### src/rtl/pipe_stage_chain_pkg.sv
// ---------------------------------------------------------------------------
// pipe_stage_chain_pkg : stall-bus constants and chain operation type
// Revision: 1.0
// ---------------------------------------------------------------------------
`default_nettype none

package pipe_stage_chain_pkg;

  localparam logic Stop   = 1'b1;
  localparam logic NoStop = 1'b0;

  localparam int STALL_BUS_W = 6;
  typedef logic [STALL_BUS_W-1:0] StallBus;

  localparam int EX_TO_DC_WD  = 152;
  localparam int DC_TO_MEM_WD = 128;

  localparam int PIPE_CHAIN_MAX_DEPTH = 4;

  typedef enum logic [1:0] {
    OP_FLUSH  = 2'd0,
    OP_SHIFT  = 2'd1,
    OP_BUBBLE = 2'd2,
    OP_HOLD   = 2'd3
  } chain_op_e;

endpackage

`default_nettype wire

### src/rtl/pipe_stage_entry.sv
// ---------------------------------------------------------------------------
// pipe_stage_entry : one payload+valid flop of the stage chain
// Revision: 1.0
// ---------------------------------------------------------------------------
`default_nettype none

module pipe_stage_entry #(
  parameter int WIDTH = 8
) (
  input  logic             clk,
  input  logic             rst,
  input  logic             clear_i,
  input  logic             load_i,
  input  logic             bubble_i,
  input  logic [WIDTH-1:0] d_bus_i,
  input  logic             d_valid_i,
  output logic [WIDTH-1:0] bus_o,
  output logic             valid_o,
  output logic             valid_d_o
);

  logic [WIDTH-1:0] bus_d, bus_q;
  logic             valid_d, valid_q;

  // Invalid entries always hold a zero payload so write-enables need no gating.
  always_comb begin
    bus_d   = bus_q;
    valid_d = valid_q;
    if (clear_i || bubble_i) begin
      bus_d   = '0;
      valid_d = 1'b0;
    end else if (load_i) begin
      valid_d = d_valid_i;
      bus_d   = d_valid_i ? d_bus_i : '0;
    end
  end

  always_ff @(posedge clk) begin
    if (rst) begin
      bus_q   <= '0;
      valid_q <= 1'b0;
    end else begin
      bus_q   <= bus_d;
      valid_q <= valid_d;
    end
  end

  assign bus_o     = bus_q;
  assign valid_o   = valid_q;
  assign valid_d_o = valid_d;

endmodule

`default_nettype wire

### src/rtl/pipe_stage_chain.sv
// ---------------------------------------------------------------------------
// pipe_stage_chain : DEPTH-entry stall-aware pipeline latch chain
// Revision: 1.0
// ---------------------------------------------------------------------------
`default_nettype none

module pipe_stage_chain
  import pipe_stage_chain_pkg::*;
#(
  parameter  int WIDTH   = EX_TO_DC_WD,
  parameter  int DEPTH   = 2,
  parameter  int STALL_W = STALL_BUS_W,
  parameter  int IN_IDX  = 4,
  parameter  int OUT_IDX = 5,
  parameter  int CNT_W   = 32,
  localparam int OCC_W   = $clog2(DEPTH + 1)
) (
  input  logic                   clk,
  input  logic                   rst,
  input  logic [STALL_W-1:0]     stall,
  input  logic                   flush,
  input  logic [WIDTH-1:0]       in_bus,
  input  logic                   in_valid,
  output logic [WIDTH-1:0]       out_bus,
  output logic                   out_valid,
  output logic [WIDTH*DEPTH-1:0] entry_bus,
  output logic [DEPTH-1:0]       entry_valid,
  output logic [OCC_W-1:0]       occupancy,
  output logic [CNT_W-1:0]       stall_cycles
);

  chain_op_e        op;
  logic             in_stop, out_stop, hold_cond;
  logic [WIDTH-1:0] ent_bus [DEPTH];
  logic [DEPTH-1:0] ent_valid_d;
  logic [OCC_W-1:0] occ_d, occ_q;
  logic [CNT_W-1:0] cnt_d, cnt_q;
  logic             unused_stall;

  assign in_stop      = stall[IN_IDX];
  assign out_stop     = stall[OUT_IDX];
  assign unused_stall = ^stall;
  assign hold_cond    = (in_stop == Stop) && (out_stop == Stop);

  // The illegal NoStop-in/Stop-out combination falls through to SHIFT.
  always_comb begin
    op = OP_HOLD;
    if (flush) begin
      op = OP_FLUSH;
    end else if (in_stop == NoStop) begin
      op = OP_SHIFT;
    end else if (out_stop == NoStop) begin
      op = OP_BUBBLE;
    end
  end

  for (genvar k = 0; k < DEPTH; k++) begin : g_entry
    logic [WIDTH-1:0] d_bus;
    logic             d_valid;
    logic             load;
    logic             bubble;

    if (k == 0) begin : g_head
      assign d_bus   = in_bus;
      assign d_valid = in_valid;
      assign load    = (op == OP_SHIFT);
      assign bubble  = (op == OP_BUBBLE);
    end else begin : g_tail
      assign d_bus   = ent_bus[k-1];
      assign d_valid = entry_valid[k-1];
      assign load    = (op == OP_SHIFT) || (op == OP_BUBBLE);
      assign bubble  = 1'b0;
    end

    pipe_stage_entry #(
      .WIDTH(WIDTH)
    ) u_entry (
      .clk       (clk),
      .rst       (rst),
      .clear_i   (op == OP_FLUSH),
      .load_i    (load),
      .bubble_i  (bubble),
      .d_bus_i   (d_bus),
      .d_valid_i (d_valid),
      .bus_o     (ent_bus[k]),
      .valid_o   (entry_valid[k]),
      .valid_d_o (ent_valid_d[k])
    );

    assign entry_bus[k*WIDTH +: WIDTH] = ent_bus[k];
  end

  // Popcount of next-state valids keeps occupancy aligned with the entries.
  always_comb begin
    occ_d = '0;
    for (int i = 0; i < DEPTH; i++) begin
      occ_d = occ_d + OCC_W'(ent_valid_d[i]);
    end
  end

  assign cnt_d = hold_cond ? cnt_q + CNT_W'(1) : cnt_q;

  always_ff @(posedge clk) begin
    if (rst) begin
      occ_q <= '0;
      cnt_q <= '0;
    end else begin
      occ_q <= occ_d;
      cnt_q <= cnt_d;
    end
  end

  assign out_bus      = ent_bus[DEPTH-1];
  assign out_valid    = entry_valid[DEPTH-1];
  assign occupancy    = occ_q;
  assign stall_cycles = cnt_q;

  a_stall_monotone: assert property (@(posedge clk) disable iff (rst)
    !((in_stop == NoStop) && (out_stop == Stop)));

  a_params: assert property (@(posedge clk)
    (OUT_IDX == IN_IDX + 1) && (DEPTH >= 1) && (DEPTH <= PIPE_CHAIN_MAX_DEPTH));

endmodule

`default_nettype wire

### config.mk
export PLATFORM = sky130hd
export DESIGN_NAME = pipe_stage_chain
export DESIGN_NICKNAME = d
export VERILOG_FILES = /design/src/rtl/pipe_stage_chain_pkg.sv /design/src/rtl/pipe_stage_entry.sv /design/src/rtl/pipe_stage_chain.sv
export SDC_FILE = /design/constraint.sdc
export NUM_CORES = 1
export LEC_CHECK = 0
export ABC_AREA = 1
export BUFFER_PORTS_ARGS = -buffer_cell sky130_fd_sc_hd__buf_2
export CORE_AREA = 2 2 253 255
export CTS_CLUSTER_SIZE = 30
export DETAILED_ROUTE_END_ITERATION = 8
export DIE_AREA = 0 0 255 257
export PLACE_DENSITY = 0.47
export SLEW_MARGIN = 10
export SYNTH_ARGS = -nofsm -noshare
export SYNTH_HDL_FRONTEND = slang
export SYNTH_HIERARCHICAL = 1
export SYNTH_SLANG_ARGS = --single-unit
export TNS_END_PERCENT = 50
### constraint.sdc
create_clock -name clk -period 1.8 [get_ports clk]
set_input_delay 0.27 -clock clk [delete_from_list [all_inputs] [get_ports clk]]
set_output_delay 0.27 -clock clk [all_outputs]
set_load 0.1 [all_outputs]
==> results.yml <==
worst_hold_path:
  hold_class: "in2reg"
  hold-path-endpoint: "g_entry[0].u_entry/bus_o[78]"
  holdPathStages: 3
  worstHoldStart: "in_bus[78]"
clock_tree:
  cts_setup_buffers: 0
  cts.clk_slew.worst_paths_ns: 0.06
  htree_levels: 2
  numCtsBuffers: 41
  cts_tree: "done"
  clk_latency_ns: 0.56
  numClockSinks: 340
  cts_root_buf: "clkbuf_16"
  clockBufferDepth: 3
route:
  drtIter0Drc: 910
  drc: 0
  first_pass_iters: 5
  vias_per_cell: 4.47
  via_count: 14700
  drt-total-wl_um: 59400
  wl_per_cell_um: 18.0
  ant_nets: 0
timing:
  rsz0062_at_grt: "true"
  clock_skew_ns: 0.0182
  setup_ws_ns: 0.0302
  setup_viol: 0
  max-slew-margin-rel_pct: 60.8
  post-route-period-util_pct: 98.3
  maxSlewViolCount: 0
  tightest_slew_ns: 0.592
  fmax_mhz: 565
  finalCriticalPeriod_ns: 1.77
  hold_violations: 0
worst_setup_path:
  crit_buf_inv: 1
  r2r_cells: 8
  r2r-end: "stall_cycles[24]"
  critical_path_class: "reg2out"
  cpPeakStageDelay_ns: 0.48
  cp_slowest_cell: "buf_2"
  r2r_setup_slack_ns: 0.30
  worstPathArrival_ns: 1.50
  required_ns: 1.53
  worst_setup_path_start_kind: "register"
  crit_fanout: 3
  path_cells: "buf_2"
  regToRegStartpoint: "stall_cycles[1]"
  cp-end-kind: "output port"
  path_delay_family: "buffers and inverters"
global_routing:
  antenna_found_initial: 5
  met2_usage_pct: 29.9
  grt_first_pass_wirelength_um: 86900
  grt_max_degree: 84
  grt_pass1_vias: 14000
  groute.usage.overall_pct: 17.1
  grt-busiest-layer: "met2"
  met3_usage_pct: 3.38
  grtUsageMet1_pct: 20.7
  grt_overflow: 0
yosys:
  syn-cell-area_um2: 14300
  ys_seq_area_share_pct: 47.5
  syn_nets: 1982
  ys_warn_count: 6
  syn-instance-count: 1818
  synth.ff_latch_count: 340
  ys_types: 34
  syn_avg_cell_area_um2: 7.89
layout:
  drive_gt1_share_pct: 33.7
  area_growth_pct: 41.0
  post_layout_nonfiller_instances: 3296
  finalNetCount: 2579
floorplan:
  dieArea_um2: 65500
  fp.dieH_um: 257
  fp.dieW_um: 255
  initial_core_util_pct: 22.9
  rows: 92
  core_um2: 62700
  num_io_pins: 655
placed_design:
  port-buffer-count: 650
  place.gp.congestion: 0.838
  dp_slack_ns: 0.233
  dp_hpwl_um: 41600
  place_inst: 3070
run_status:
  status: "finished clean"
run:
  drv_cap: 0
power:
  power_density_nw_per_um2: 860
  p_leak_uw: 0.00876
  vdd_drop_max_v: 0.000512
[timing repair]
action | 4_1_cts | 5_1_grt
endpoints found under the hold margin | 149 | 0
gates resized for setup | 5 | 4
hold buffers | 148 | 0
setup endpoints to repair | 7 | 4
[where the power goes]
group,total [uW],leakage [uW],switching (uW),internal (uW)
registers,7610,0.00275,40.7,7570
logic,1630,0.00536,1080,554
clock network,8140,0.000649,3370,4780
total,17400,0.00876,4480,12900
[per-layer routing]
| layer | vias up | wire, um |
|---|---|---|
| li1 | 7105 | - |
| met1 | 6929 | 24600 |
| met2 | 587 | 29300 |
| met3 | 100 | 3720 |
| met4 | 0 | 1770 |
| met5 | - | 0 |
[cells in the mapped netlist, drive strengths merged]
library cell | count | area share (%)
nor3 | 8 | 0.31
inv | 55 | 1.4
xor2 | 3 | 0.18
a21oi | 319 | 11
o21ai | 8 | 0.28
nand4 | 13 | 0.61
nor2 | 73 | 2.6
o21a | 3 | 0.16
buf | 269 | 13
ha | 2 | 0.17
and3 | 2 | 0.087
nand3 | 328 | 12
clkbuf | 21 | 0.55
a21o | 1 | 0.052
nor3b | 3 | 0.19
nand2 | 369 | 9.9
conb | 1 | 0.026
dfxtp | 340 | 47
[cells by family after synthesis]
family          Yosys count  share of synthesized area [%]
flops                   340                           47.5
fa+ha+maj                 2                          0.174
compound gates          331                           11.6
other cells               1                         0.0261
xor+xnor                  3                          0.183
buf+inv                 345                           15.1
simple gates            796                           25.4
[placed cells by master, fill, tap and decap left out, drive strengths merged, types with 2 or more instances in the layout]
master	instances
buf	692
nand2	369
dfxtp	340
nand3	328
a21oi	319
dlygate4sd3	148
nor2	73
clkbuf	70
inv	56
nand4	13
o21ai	8
nor3	8
clkinv	6
diode	4
o21a	3
xor2	3
nor3b	3
and3	2
ha	2
[how the worst max path moves through the flow]
stage	startpoint	end	cells after the start
floorplan	stall_cycles[0]	stall_cycles[26]	8
global placement	flush	g_entry[0].u_entry/bus_o[145]	7
detailed placement	flush	g_entry[0].u_entry/bus_o[130]	7
CTS	g_entry[1].u_entry/valid_o	out_valid	2
global route	g_entry[1].u_entry/bus_o[136]	out_bus[136]	1
finish	g_entry[1].u_entry/bus_o[136]	out_bus[136]	1
[layout make-up]
cell class | instances | area, um^2
Timing Repair Buffer | 844 | 5360
Fill cell | 6700 | 42500
Clock buffer | 66 | 1250
Sequential cell | 340 | 6840
Multi-Input combinational cell | 1133 | 5420
Tap cell | 846 | 1060
Clock inverter | 8 | 72.6
Antenna cell | 4 | 10.0
Inverter | 55 | 211
[metrics by stage]
stage	hold WS (ns)	TNS [ns]	cell area [um^2]	utilization (%)	power [uW]
floorplan	0.339	-0.0334	14400	-	8640
global placement	0.465	0	17400	27.7	9150
detailed placement	0.467	0	17400	27.7	9160
CTS	0.00438	-0.0986	20200	32.2	17700
global route	0.0223	-0.0115	20200	32.2	18100
finish	0.0467	0	20200	32.2	17400
[flip-flops by register name, summed over array words and instances, names as in the netlist]
register and flops:
g_entry.u_entry/valid_o 2, stall_cycles 32, g_entry.u_entry/bus_o 304, occupancy 2
Power figures use the tool's default switching activity.
